### src/rtl/wbpipe_pkg.sv
// Shared types and defaults for the narrow Wishbone pipeline slice.
package wbpipe_pkg;
  localparam int WB_AW       = 30;
  localparam int WB_DW       = 32;
  localparam int LGDEPTH_DEF = 4;
  localparam int TIMEOUT_DEF = 1024;

  typedef struct packed {
    logic                 we;
    logic [WB_AW-1:0]     addr;
    logic [WB_DW-1:0]     data;
    logic [WB_DW/8-1:0]   sel;
  } wb_req_t;
endpackage

### src/rtl/wbpipe_skid.sv
// One-entry skid buffer in front of a registered output stage; flush empties both.
module wbpipe_skid
  import wbpipe_pkg::*;
#(
  parameter type T = wb_req_t
) (
  input  logic clk_i,
  input  logic rst_ni,
  input  logic flush_i,
  input  logic in_valid_i,
  input  T     in_data_i,
  input  logic out_ready_i,
  output logic out_valid_o,
  output T     out_data_o,
  output logic outv_d_o,
  output logic skv_d_o
);
  logic outv_q, outv_d, skv_q, skv_d, adv;
  T     out_q, out_d, sk_q, sk_d;

  always_comb begin
    outv_d = outv_q;
    out_d  = out_q;
    skv_d  = skv_q;
    sk_d   = sk_q;
    adv    = !outv_q || out_ready_i;
    if (flush_i) begin
      outv_d = 1'b0;
      skv_d  = 1'b0;
    end else if (adv) begin
      // skid entry is older than anything arriving now, so it goes out first
      if (skv_q) begin
        outv_d = 1'b1;
        out_d  = sk_q;
        skv_d  = in_valid_i;
        if (in_valid_i) sk_d = in_data_i;
      end else begin
        outv_d = in_valid_i;
        if (in_valid_i) out_d = in_data_i;
      end
    end else if (in_valid_i) begin
      skv_d = 1'b1;
      sk_d  = in_data_i;
    end
  end

  always_ff @(posedge clk_i or negedge rst_ni) begin
    if (!rst_ni) begin
      outv_q <= 1'b0;
      skv_q  <= 1'b0;
      out_q  <= '0;
      sk_q   <= '0;
    end else begin
      outv_q <= outv_d;
      skv_q  <= skv_d;
      out_q  <= out_d;
      sk_q   <= sk_d;
    end
  end

  assign out_valid_o = outv_q;
  assign out_data_o  = out_q;
  assign outv_d_o    = outv_d;
  assign skv_d_o     = skv_d;
endmodule

### src/rtl/wbpipe_slice.sv
// Registered Wishbone pipelined slice for the narrow bus: skid on requests, register on returns.
// Define WBPIPE_SLICE_TIMEOUT_EN to force a bus error on requests left unacked for TIMEOUT cycles.
module wbpipe_slice
  import wbpipe_pkg::*;
#(
  parameter int AW      = WB_AW,
  parameter int DW      = WB_DW,
  parameter int LGDEPTH = LGDEPTH_DEF,
  parameter int TIMEOUT = TIMEOUT_DEF
) (
  input  logic            i_clk,
  input  logic            i_reset_n,
  input  logic            i_scyc,
  input  logic            i_sstb,
  input  logic            i_swe,
  input  logic [AW-1:0]   i_saddr,
  input  logic [DW-1:0]   i_sdata,
  input  logic [DW/8-1:0] i_ssel,
  output logic            o_sstall,
  output logic            o_sack,
  output logic [DW-1:0]   o_sdata,
  output logic            o_serr,
  output logic            o_mcyc,
  output logic            o_mstb,
  output logic            o_mwe,
  output logic [AW-1:0]   o_maddr,
  output logic [DW-1:0]   o_mdata,
  output logic [DW/8-1:0] o_msel,
  input  logic            i_mstall,
  input  logic            i_mack,
  input  logic            i_merr,
  input  logic [DW-1:0]   i_mdata
);
  typedef struct packed {
    logic            we;
    logic [AW-1:0]   addr;
    logic [DW-1:0]   data;
    logic [DW/8-1:0] sel;
  } req_t;

  localparam logic [LGDEPTH:0] CNT_MAX = (LGDEPTH+1)'((1 << LGDEPTH) - 1);

  logic [LGDEPTH-1:0] cnt_q, cnt_d;
  logic [LGDEPTH:0]   tot_d;
  logic               mcyc_q, mcyc_d, stall_q, stall_d, abort_q, abort_d;
  logic               sack_q, sack_d, serr_q, serr_d;
  logic [DW-1:0]      sdata_q;
  logic               acc, issue, ack_ok, err_ev, flush, outv, outv_d, skv_d;
  req_t               in_req, out_req;

  assign in_req = {i_swe, i_saddr, i_sdata, i_ssel};
  assign acc    = i_scyc && i_sstb && !stall_q;
  assign issue  = outv && !i_mstall;
  assign ack_ok = i_mack && (cnt_q != '0);
  assign flush  = !i_scyc || err_ev;

`ifdef WBPIPE_SLICE_TIMEOUT_EN
  localparam int             TW       = $clog2(TIMEOUT) + 1;
  localparam logic [TW-1:0]  TMO_LAST = TW'(TIMEOUT - 1);
  logic [TW-1:0] tmr_q;
  logic          tmo;

  assign tmo    = (cnt_q != '0) && (tmr_q == TMO_LAST);
  assign err_ev = (i_merr && mcyc_q) || tmo;

  always_ff @(posedge i_clk or negedge i_reset_n) begin
    if (!i_reset_n)                              tmr_q <= '0;
    else if (i_mack || cnt_q == '0 || flush)     tmr_q <= '0;
    else                                         tmr_q <= tmr_q + TW'(1);
  end
`else
  logic unused_timeout;
  assign unused_timeout = ^TIMEOUT;
  assign err_ev = i_merr && mcyc_q;
`endif

  wbpipe_skid #(.T(req_t)) u_skid (
    .clk_i       (i_clk),
    .rst_ni      (i_reset_n),
    .flush_i     (flush),
    .in_valid_i  (acc),
    .in_data_i   (in_req),
    .out_ready_i (!i_mstall),
    .out_valid_o (outv),
    .out_data_o  (out_req),
    .outv_d_o    (outv_d),
    .skv_d_o     (skv_d)
  );

  always_comb begin
    cnt_d = cnt_q;
    if (flush)                                         cnt_d = '0;
    else if (issue && !ack_ok && cnt_q != CNT_MAX[LGDEPTH-1:0]) cnt_d = cnt_q + LGDEPTH'(1);
    else if (!issue && ack_ok)                         cnt_d = cnt_q - LGDEPTH'(1);
    // stall is computed from next-state so the registered flag is exact when seen
    tot_d   = {1'b0, cnt_d} + (LGDEPTH+1)'(outv_d) + (LGDEPTH+1)'(skv_d);
    abort_d = i_scyc && (abort_q || err_ev);
    stall_d = skv_d || abort_d || (tot_d >= CNT_MAX);
    mcyc_d  = flush ? 1'b0 : (acc ? 1'b1 : mcyc_q);
    sack_d  = ack_ok && mcyc_q && i_scyc && !abort_q && !err_ev;
    serr_d  = err_ev && i_scyc && !abort_q;
  end

  always_ff @(posedge i_clk or negedge i_reset_n) begin
    if (!i_reset_n) begin
      cnt_q   <= '0;
      mcyc_q  <= 1'b0;
      stall_q <= 1'b0;
      abort_q <= 1'b0;
      sack_q  <= 1'b0;
      serr_q  <= 1'b0;
      sdata_q <= '0;
    end else begin
      cnt_q   <= cnt_d;
      mcyc_q  <= mcyc_d;
      stall_q <= stall_d;
      abort_q <= abort_d;
      sack_q  <= sack_d;
      serr_q  <= serr_d;
      if (i_mack) sdata_q <= i_mdata;
    end
  end

  assign o_sstall = stall_q;
  assign o_sack   = sack_q;
  assign o_serr   = serr_q;
  assign o_sdata  = sdata_q;
  assign o_mcyc   = mcyc_q;
  assign o_mstb   = outv;
  assign o_mwe    = out_req.we;
  assign o_maddr  = out_req.addr;
  assign o_mdata  = out_req.data;
  assign o_msel   = out_req.sel;
endmodule

### config.mk
export PLATFORM = sky130hd
export DESIGN_NAME = wbpipe_slice
export DESIGN_NICKNAME = d
export VERILOG_FILES = /design/src/rtl/wbpipe_pkg.sv /design/src/rtl/wbpipe_skid.sv /design/src/rtl/wbpipe_slice.sv
export SDC_FILE = /design/constraint.sdc
export NUM_CORES = 1
export LEC_CHECK = 0
export CORE_ASPECT_RATIO = 0.7
export CORE_MARGIN = 3
export CORE_UTILIZATION = 45
export CTS_BUF_LIST = sky130_fd_sc_hd__clkbuf_4 sky130_fd_sc_hd__clkbuf_8
export DETAILED_ROUTE_END_ITERATION = 12
export PLACE_DENSITY = 0.82
export SLEW_MARGIN = 10
export SYNTH_ARGS = -nofsm -noshare
export SYNTH_HDL_FRONTEND = slang
export SYNTH_SLANG_ARGS = --single-unit
### constraint.sdc
create_clock -name i_clk -period 7.4 [get_ports i_clk]
set_input_delay 1.11 -clock i_clk [delete_from_list [all_inputs] [get_ports i_clk]]
set_output_delay 1.11 -clock i_clk [all_outputs]
set_load 0.01 [all_outputs]
==> metrics.csv, run 1 <==
stage,metric,value,unit
yosys,synth_top_cell_area_share,0.595,
layout,diodes,0,
worst_setup_path,endpoint_kind,flop,
clock_network,cts_made_buffers,17,
worst_setup_path,cp.arrival,4.26,ns
timing,fin_skew,0.0119,ns
yosys,synth_area_leaders,"dfrtp_1 (60%), mux2_2 (13%), mux2i_1 (9.1%)",
power_and_ir_drop,netSwitchingPower,0.789,mW
place,place_hpwl,12200,um
yosys,synth.most_common_cell,dfrtp_1,
global_route,antenna_found_initial,0,
global_route,grt_max_degree,93,
yosys,synth_top_family_by_area,multiplexers,
place,place.port_buffers,209,
yosys,synth_compound_area_frac,0.0582,
clock_network,clock_latency,0.45,ns
run_status,status,"complete, no violations",
worst_setup_path,critPathKind,input pin to flop,
global_route,grt_pass1_wl,28300,um
yosys,syn_inst,576,
worst_setup_path,rrSetupSlack,4.15,ns
yosys,synth_area_per_cell,12.9,um^2
timing,grt_setup_unrepaired,no,
timing,min_period,3.93,ns
yosys,synth_flop_cell,dfrtp_1,
timing,hold_violations,0,
power_and_ir_drop,switching_share,0.276,
power_and_ir_drop,total_power,2.85,mW
worst_setup_path,rr_worst_depth,13,
route,drtIter0Drc,311,
run,drv_cap,0,
yosys,yosys-top-cells-count,"dfrtp_1 (177), mux2_2 (88), nand2_1 (80), mux2i_1 (68), o21ai_0 (68)",
power_and_ir_drop,clkPwrFrac,0.252,
timing,setup_viol,0,
route,vias_per_cell,5.10,
timing,final.setup.tns,0,ns
timing,slew_viol_final,0,
worst_setup_path,cp.required,7.74,ns
global_route,grt_pass1_vias,5498,
clock_network,htree_levels,4,
route,totalWireLength,17300,um
layout,final_cell_count_no_fill,1006,
yosys,synthSimpleGateAreaFrac,0.0658,
place,gp_congestion,0.866,
worst_setup_path,r2r-end,o_sstall,
die,dieArea,18100,um^2
yosys,yosys_register_bits,177,
die,rows,38,
yosys,synthMuxAreaShare,0.243,
timing,fmax,255,MHz
layout,nets,885,
layout,multiInputGateArea,2840,um^2
yosys,yosys.area_share.adder,0.00908,
yosys,ys_types,43,
min_path,hold_end,u_skid.out_data_o[53],
min_path,min_path_type,flop to flop,
yosys,yosys.area_share.xor_xnor,0.00235,
layout,finalCoreUtilization,0.639,
clock_network,cts_tree,yes,
clock_network,cts-hold-fix-buffers,0,
power_and_ir_drop,comb_power_share,0.262,
yosys,ys_async_sr_fraction,1.00,
clock_network,cts_buffer_depth,2,
timing,maxSlewHeadroom,0.290,
layout,area_growth,36.1,%
clock_network,path_clk_slew,0.08,ns
global_route,overflow,0,
die,start_util,0.470,
route,drcViolationCount,0,
route,post_drt_wl_per_cell,17.2,um
clock_network,root_buffer,clkbuf_8,
place,place_area,9690,um^2
worst_setup_path,startpoint_type,input pin,
layout,regArea,4430,um^2
route,dr.pass1.iters,4,
timing,min_period_over_period,0.531,
die,die_w,160,um
yosys,ys_warn_count,0,
worst_setup_path,r2r-start,cnt_q[0],
die,core_area,15800,um^2
power_and_ir_drop,power.density,282,nW/um^2
clock_network,cts_sinks,177,
route,drtAntennaViolNets,0,
die,pin_count,210,
power_and_ir_drop,ir_drop,0.202,mV
min_path,hp-start,u_skid.out_data_o[53],
clock_network,postCtsSetupBuffers,0,
layout,drive_gt1_frac,0.173,
yosys,yosysTopAreaCell,dfrtp_1,
timing,tightest_slew,1.06,ns
power_and_ir_drop,p_leak,4.22,nW
power_and_ir_drop,p_int,2.06,mW
route,num_vias,5126,
yosys,syn_area,7440,um^2
yosys,synth_nets,686,
place,dp_cells,976,
yosys,ys_seq_area_frac,0.595,
layout,fin_area,10100,um^2
min_path,holdPathStages,2,
worst_setup_path,cp_max_fo,35,
clock_network,post_cts_resized,0,
power_and_ir_drop,seqPwrFrac,0.486,
layout,fill_cells,1195,
global_route,track_usage,0.196,
die,die_h,114,um
yosys,synth-edff-count,0,
==> worst max path at each step <==
stage | cells after the start | end | from
2_1_floorplan | 12 | o_sstall | i_mack
3_3_place_gp | 13 | o_sstall | i_mack
3_5_place_dp | 13 | o_sstall | i_mack
4_1_cts | 13 | o_sstall | i_mack
5_1_grt | 13 | o_sstall | i_mack
6_report | 13 | o_sstall | i_mack
==> layout by cell type, fill, tap and decap left out, drive strengths merged, types with 2 or more instances in the layout <==
cell type / synthesis / routed
o21ai: 70 / 70
inv: 3 / 3
nand2: 80 / 80
dfrtp: 177 / 177
nor2: 7 / 7
nor3b: 5 / 5
and2: 3 / 3
nand2b: 2 / 2
mux2i: 69 / 69
bufinv: 0 / 4
a21oi: 3 / 3
ha: 3 / 3
xnor2: 2 / 2
clkinv: 0 / 4
buf: 21 / 6
nand3: 3 / 3
clkbuf: 13 / 21
mux2: 99 / 99
clkdlybuf4s50: 0 / 208
==> through the flow <==
stage	setup slack, ns	hold WS, ns
floorplan	3.93	0.431
global placement	3.16	0.456
detailed placement	3.03	0.465
CTS	3.49	0.479
global route	3.33	0.503
finish	3.47	0.481
==> flip-flops by register name, summed over array words and instances (netlist names) <==
signal	cells
u_skid.skv_q	1
u_skid.sk_q	67
o_sstall	1
o_sdata	32
cnt_q	4
abort_q	1
o_serr	1
u_skid.out_data_o	67
o_mcyc	1
u_skid.out_valid_o	1
o_sack	1
==> area by class of cell <==
cell class	count	area share
clock buffer	21	0.0267
clock inverter	9	0.0157
inverter	3	0.00185
multi-input combinational	362	0.280
sequential	177	0.438
tap	220	0.0272
timing repair buffer	214	0.211
==> routing by layer <==
layer  part of all wire  global-route usage
met5                  0                   0
met4              0.015              0.0630
met3              0.050              0.0497
met2               0.48               0.326
met1               0.46               0.256
==> critical path, cell delays in order <==
cell	delay, ns
clkdlybuf4s50_1	0.45
buf_4	0.41
inv_8	0.05
o211ai_2	0.26
nand2_1	0.12
xnor2_1	0.15
nor2_1	0.09
fa_1	0.46
ha_1	0.22
nand3b_1	0.15
or3b_1	0.39
xnor2_1	0.14
a211o_1	0.26
==> power groups by stage <==
stage	Sequential (mW)	Combinational (mW)	Clock, mW
floorplan	1.42	0.301	0
global placement	1.38	0.727	0
detailed placement	1.40	0.758	0
CTS	1.39	0.763	0.741
global route	1.42	0.818	0.781
finish	1.39	0.749	0.718
==> cell families after synthesis <==
logic type	count (synthesis)
DFF	177
muxes	168
and+or+nand+nor	107
AOI/OAI and AO/OA	80
buffers and inverters	37
adders and majority gates	5
xor gates and xnor gates	2
Note: power is estimated with default switching activity, not from simulation.
==> inputs of run 2 (changes only) <==
- PLACE_DENSITY: 0.82 -> 0.85
- clock period: 7.4 -> 3.6 ns (I/O delays scaled with it)
==> metrics.csv, run 2 (synthesis results as in run 1) <==
stage,metric,value,unit
timing,hold_violations,0,
worst_setup_path,endpoint_kind,flop,
route,drcViolationCount,0,
layout,drive_gt1_frac,0.178,
place,gp_congestion,0.843,
layout,finalCoreUtilization,0.640,
clock_network,cts_sinks,177,
place,dp_cells,980,
global_route,track_usage,0.201,
timing,fmax,304,MHz
layout,fin_area,10100,um^2
die,rows,38,
worst_setup_path,r2r-start,cnt_q[1],
route,vias_per_cell,5.17,
clock_network,cts_made_buffers,17,
worst_setup_path,startpoint_type,flop,
worst_setup_path,crit_path_end,o_sstall,
layout,nets,889,
route,drtAntennaViolNets,0,
min_path,min_path_type,input pin to async pin,
timing,setup_viol,0,
die,die_w,160,um
global_route,antenna_found_initial,0,
layout,fill_cells,1193,
worst_setup_path,rr_worst_depth,14,
clock_network,root_buffer,clkbuf_8,
die,dieArea,18100,um^2
global_route,grt_pass1_wl,29000,um
worst_setup_path,cp.arrival,3.64,ns
route,totalWireLength,17800,um
die,start_util,0.470,
place,place_hpwl,12400,um
worst_setup_path,crit_start,cnt_q[1],
clock_network,clock_latency,0.45,ns
worst_setup_path,critPathKind,flop to flop,
die,die_h,114,um
worst_setup_path,r2r-end,o_sstall,
clock_network,post_cts_resized,0,
timing,slew_viol_final,0,
layout,final_common_cell,clkdlybuf4s50_1,
layout,diodes,0,
layout,final_cell_count_no_fill,1011,
clock_network,path_clk_slew,0.09,ns
route,num_vias,5224,
route,drtIter0Drc,285,
run,drv_cap,0,
place,place_area,9750,um^2
clock_network,cts-hold-fix-buffers,0,
route,post_drt_wl_per_cell,17.6,um
layout,area_growth,36.1,%
place,place.port_buffers,209,
timing,fin_skew,0.0140,ns
worst_setup_path,cp_max_fo,6,
clock_network,postCtsSetupBuffers,0,
clock_network,htree_levels,4,
die,pin_count,210,
clock_network,cts_buffer_depth,2,
die,core_area,15800,um^2
timing,min_period,3.29,ns
power_and_ir_drop,power.density,565,nW/um^2
route,dr.pass1.iters,4,
clock_network,cts_tree,yes,
worst_setup_path,cp.required,3.94,ns
timing,maxSlewHeadroom,0.404,
power_and_ir_drop,ir_drop,0.278,mV
global_route,grt_max_degree,135,
timing,final.setup.tns,0,ns
global_route,overflow,0,
timing,grt_setup_unrepaired,no,
worst_setup_path,rrSetupSlack,0.31,ns
timing,min_period_over_period,0.915,
layout,final_cell_mix,"clkdlybuf4s50_1 (208), dfrtp_1 (176), mux2_2 (88), nand2_1 (80)",
run_status,status,"complete, no violations",
global_route,grt_pass1_vias,5500,
power_and_ir_drop,p_leak,4.22,nW
timing,tightest_slew,0.894,ns
-- run 2: how the worst min path moves through the flow --
| stage | from | endpoint | slack (ns) | cells past startpoint |
|---|---|---|---|---|
| finish | i_reset_n | o_sdata[30] | 0.13 | 1 |
| global route | i_reset_n | o_sdata[30] | 0.20 | 1 |
| CTS | i_reset_n | o_sdata[30] | 0.18 | 1 |
| detailed placement | abort_q | o_sack | 0.47 | 1 |
| global placement | abort_q | o_serr | 0.45 | 1 |
| floorplan | i_reset_n | abort_q | 0.24 | 0 |
-- run 2: per-stage QoR --
stage | hold WS, ns | total power [mW] | worst slack, ns
finish | 0.130 | 5.72 | 0.308
CTS | 0.178 | 5.77 | 0.321
global route | 0.198 | 6.05 | 0.0800
detailed placement | 0.466 | 4.45 | 0.0738
global placement | 0.450 | 4.34 | 0.208
floorplan | 0.244 | 3.54 | 0.665
-- run 2: critical path, cell delays in order, from the launching register on --
cell	delay, ns
dfrtp_1	0.46
inv_1	0.09
ha_1	0.18
nor3b_4	0.32
nor2_4	0.09
nand2_1	0.07
nand2_1	0.07
xnor2_1	0.17
nor2_1	0.11
fa_1	0.46
ha_1	0.22
nand3b_1	0.15
or3b_1	0.38
xnor2_1	0.14
a211o_1	0.28
-- run 2: power breakdown --
| part | switching (mW) | leakage, nW | internal (mW) | total, mW |
|---|---|---|---|---|
| combinational | 0.624 | 1.84 | 0.925 | 1.55 |
| clock | 0.713 | 0.187 | 0.604 | 1.32 |
| sequential | 0.328 | 2.19 | 2.53 | 2.86 |
-- run 2: routing by layer --
| layer | GRT usage | share of wire | up-vias | wire (um) |
|---|---|---|---|---|
| met2 | 0.339 | 0.49 | 157 | 8750 |
| li1 | - | - | 2406 | - |
| met5 | 0 | 0 | - | 0 |
| met1 | 0.255 | 0.44 | 2632 | 7790 |
| met3 | 0.0443 | 0.048 | 29 | 847 |
| met4 | 0.0810 | 0.023 | 0 | 408 |
-- run 2: final cells by class --
cell class	count	area, um^2	area share
sequential	177	4430	0.438
multi-input combinational	362	2840	0.280
timing repair buffer	218	2190	0.216
clock buffer	21	277	0.0273
tap	220	275	0.0272
clock inverter	10	101	0.0100
inverter	3	18.8	0.00185
==> inputs of run 3 (changes only) <==
- ABC_AREA: not set -> 0
- PLACE_DENSITY: 0.85 -> 0.91
==> metrics.csv, run 3 (synthesis results as in run 1) <==
stage,metric,value,unit
timing,fin_skew,0.0146,ns
timing,maxSlewHeadroom,0.400,
worst_setup_path,crit_chain,inv_1 -> ha_1 -> nor3b_4 -> o211ai_2 -> nand2_1 -> xnor2_1 -> nor2_1 -> fa_1 -> ha_1 -> nand3b_1 -> or3b_1 -> xnor2_1 -> a211o_1,
route,drtAntennaViolNets,0,
die,die_w,160,um
route,dr.pass1.iters,4,
route,num_vias,5159,
clock_network,clock_latency,0.44,ns
clock_network,cts-hold-fix-buffers,0,
layout,fill_cells,1178,
clock_network,htree_levels,4,
layout,drive_gt1_frac,0.175,
die,core_area,15800,um^2
place,gp_congestion,0.817,
worst_setup_path,critPathKind,flop to flop,
global_route,overflow,0,
layout,area_growth,35.6,%
global_route,antenna_found_initial,1,
timing,fmax,309,MHz
clock_network,postCtsSetupBuffers,0,
power_and_ir_drop,ir_drop,0.308,mV
timing,final.setup.tns,0,ns
layout,multiInputGateArea,2840,um^2
worst_setup_path,cp.required,3.93,ns
global_route,grt_pass1_wl,27800,um
layout,final_common_cell,clkdlybuf4s50_1,
clock_network,post_cts_resized,0,
layout,nets,887,
power_and_ir_drop,p_leak,4.19,nW
run,drv_cap,0,
clock_network,path_clk_slew,0.10,ns
timing,hold_violations,0,
power_and_ir_drop,power.density,556,nW/um^2
global_route,grt_pass1_vias,5525,
place,place_ws,0.104,ns
layout,final_cell_mix,"clkdlybuf4s50_1 (208), dfrtp_1 (176), mux2_2 (88), nand2_1 (80)",
worst_setup_path,rr_worst_depth,13,
global_route,track_usage,0.190,
worst_setup_path,endpoint_kind,flop,
place,place_hpwl,11600,um
timing,grt_setup_unrepaired,no,
worst_setup_path,crit_path_max_incr_delay,0.47,ns
layout,diodes,0,
clock_network,cts_made_buffers,17,
worst_setup_path,startpoint_type,flop,
timing,min_period_over_period,0.899,
worst_setup_path,rrSetupSlack,0.36,ns
timing,min_period,3.24,ns
die,die_h,114,um
route,drtIter0Drc,289,
timing,setup_viol,0,
timing,slew_viol_final,0,
timing,tightest_slew,0.897,ns
clock_network,cts_buffer_depth,2,
global_route,grt_max_degree,82,
clock_network,cts_sinks,177,
place,place.port_buffers,209,
worst_setup_path,r2r-start,cnt_q[1],
min_path,min_path_type,input pin to async pin,
worst_setup_path,cpMaxStageDelayCell,dfrtp_1,
die,start_util,0.470,
die,pin_count,210,
route,vias_per_cell,5.12,
clock_network,cts_tree,yes,
layout,regArea,4430,um^2
run_status,status,"complete, no violations",
route,totalWireLength,16600,um
route,drcViolationCount,0,
route,post_drt_wl_per_cell,16.5,um
die,rows,38,
worst_setup_path,r2r-end,o_sstall,
worst_setup_path,cp.arrival,3.56,ns
die,dieArea,18100,um^2
timing,setup_ws,0.365,ns
worst_setup_path,cp_max_fo,6,
clock_network,root_buffer,clkbuf_8,
## run 3: cell count changes in the layout (fill, tap and decap cells not counted), sizes merged
| cell | previous run | this run |
|---|---|---|
| inv | 7 | 8 |
| clkinvlp | 3 | 5 |
| bufinv | 1 | 0 |
| clkinv | 2 | 3 |
| clkbuf | 21 | 17 |
| buf | 10 | 8 |
## run 3: stage by stage
step                      cell area (um^2)  power (mW)  hold WS (ns)  utilization  cells
after floorplan                       7440        3.54         0.244            -    576
after global placement                9750        4.34         0.455        0.616    978
after detailed placement              9750        4.42         0.454        0.616    978
after CTS                            10100        5.67         0.127        0.637   1008
after global routing                 10100        5.96         0.152        0.637   1008
final                                10100        5.61         0.124        0.637   1008
## run 3: cell type report
type,count,area share
sequential,177,0.440
tap,220,0.0273
clock buffer,17,0.0232
multi-input combinational,362,0.281
clock inverter,13,0.0105
inverter,3,0.00186
timing repair buffer,216,0.216
## run 3: how the worst max path moves through the flow
stage / endpoint / cells past startpoint / start
2_1_floorplan: o_sstall / 13 / cnt_q[1]
3_3_place_gp: o_sstall / 12 / i_mack
3_5_place_dp: o_sstall / 12 / i_mack
4_1_cts: o_sstall / 13 / cnt_q[1]
5_1_grt: o_sstall / 13 / cnt_q[1]
6_report: o_sstall / 13 / cnt_q[1]
## run 3: power breakdown
group	internal, mW	total [mW]	switching (mW)
sequential	2.53	2.84	0.315
combinational	0.925	1.53	0.604
clock	0.484	1.24	0.757
total	3.94	5.61	1.68
## run 3: worst max-delay path, delay by kind of cell, from the launching register on
family | cells | cell delay [ns]
AO/OA/AOI/OAI | 2 | 0.49
AND/OR/NAND/NOR | 5 | 0.93
buffers and inverters | 1 | 0.08
adder cells (fa/ha/maj) | 3 | 0.87
flip-flops | 1 | 0.47
XOR/XNOR | 2 | 0.30
## run 3: layer usage
metal / GRT usage / wire [um]
met1: 0.254 / 7690
met2: 0.300 / 7510
met3: 0.0653 / 1190
met4: 0.0548 / 199
met5: 0 / 13
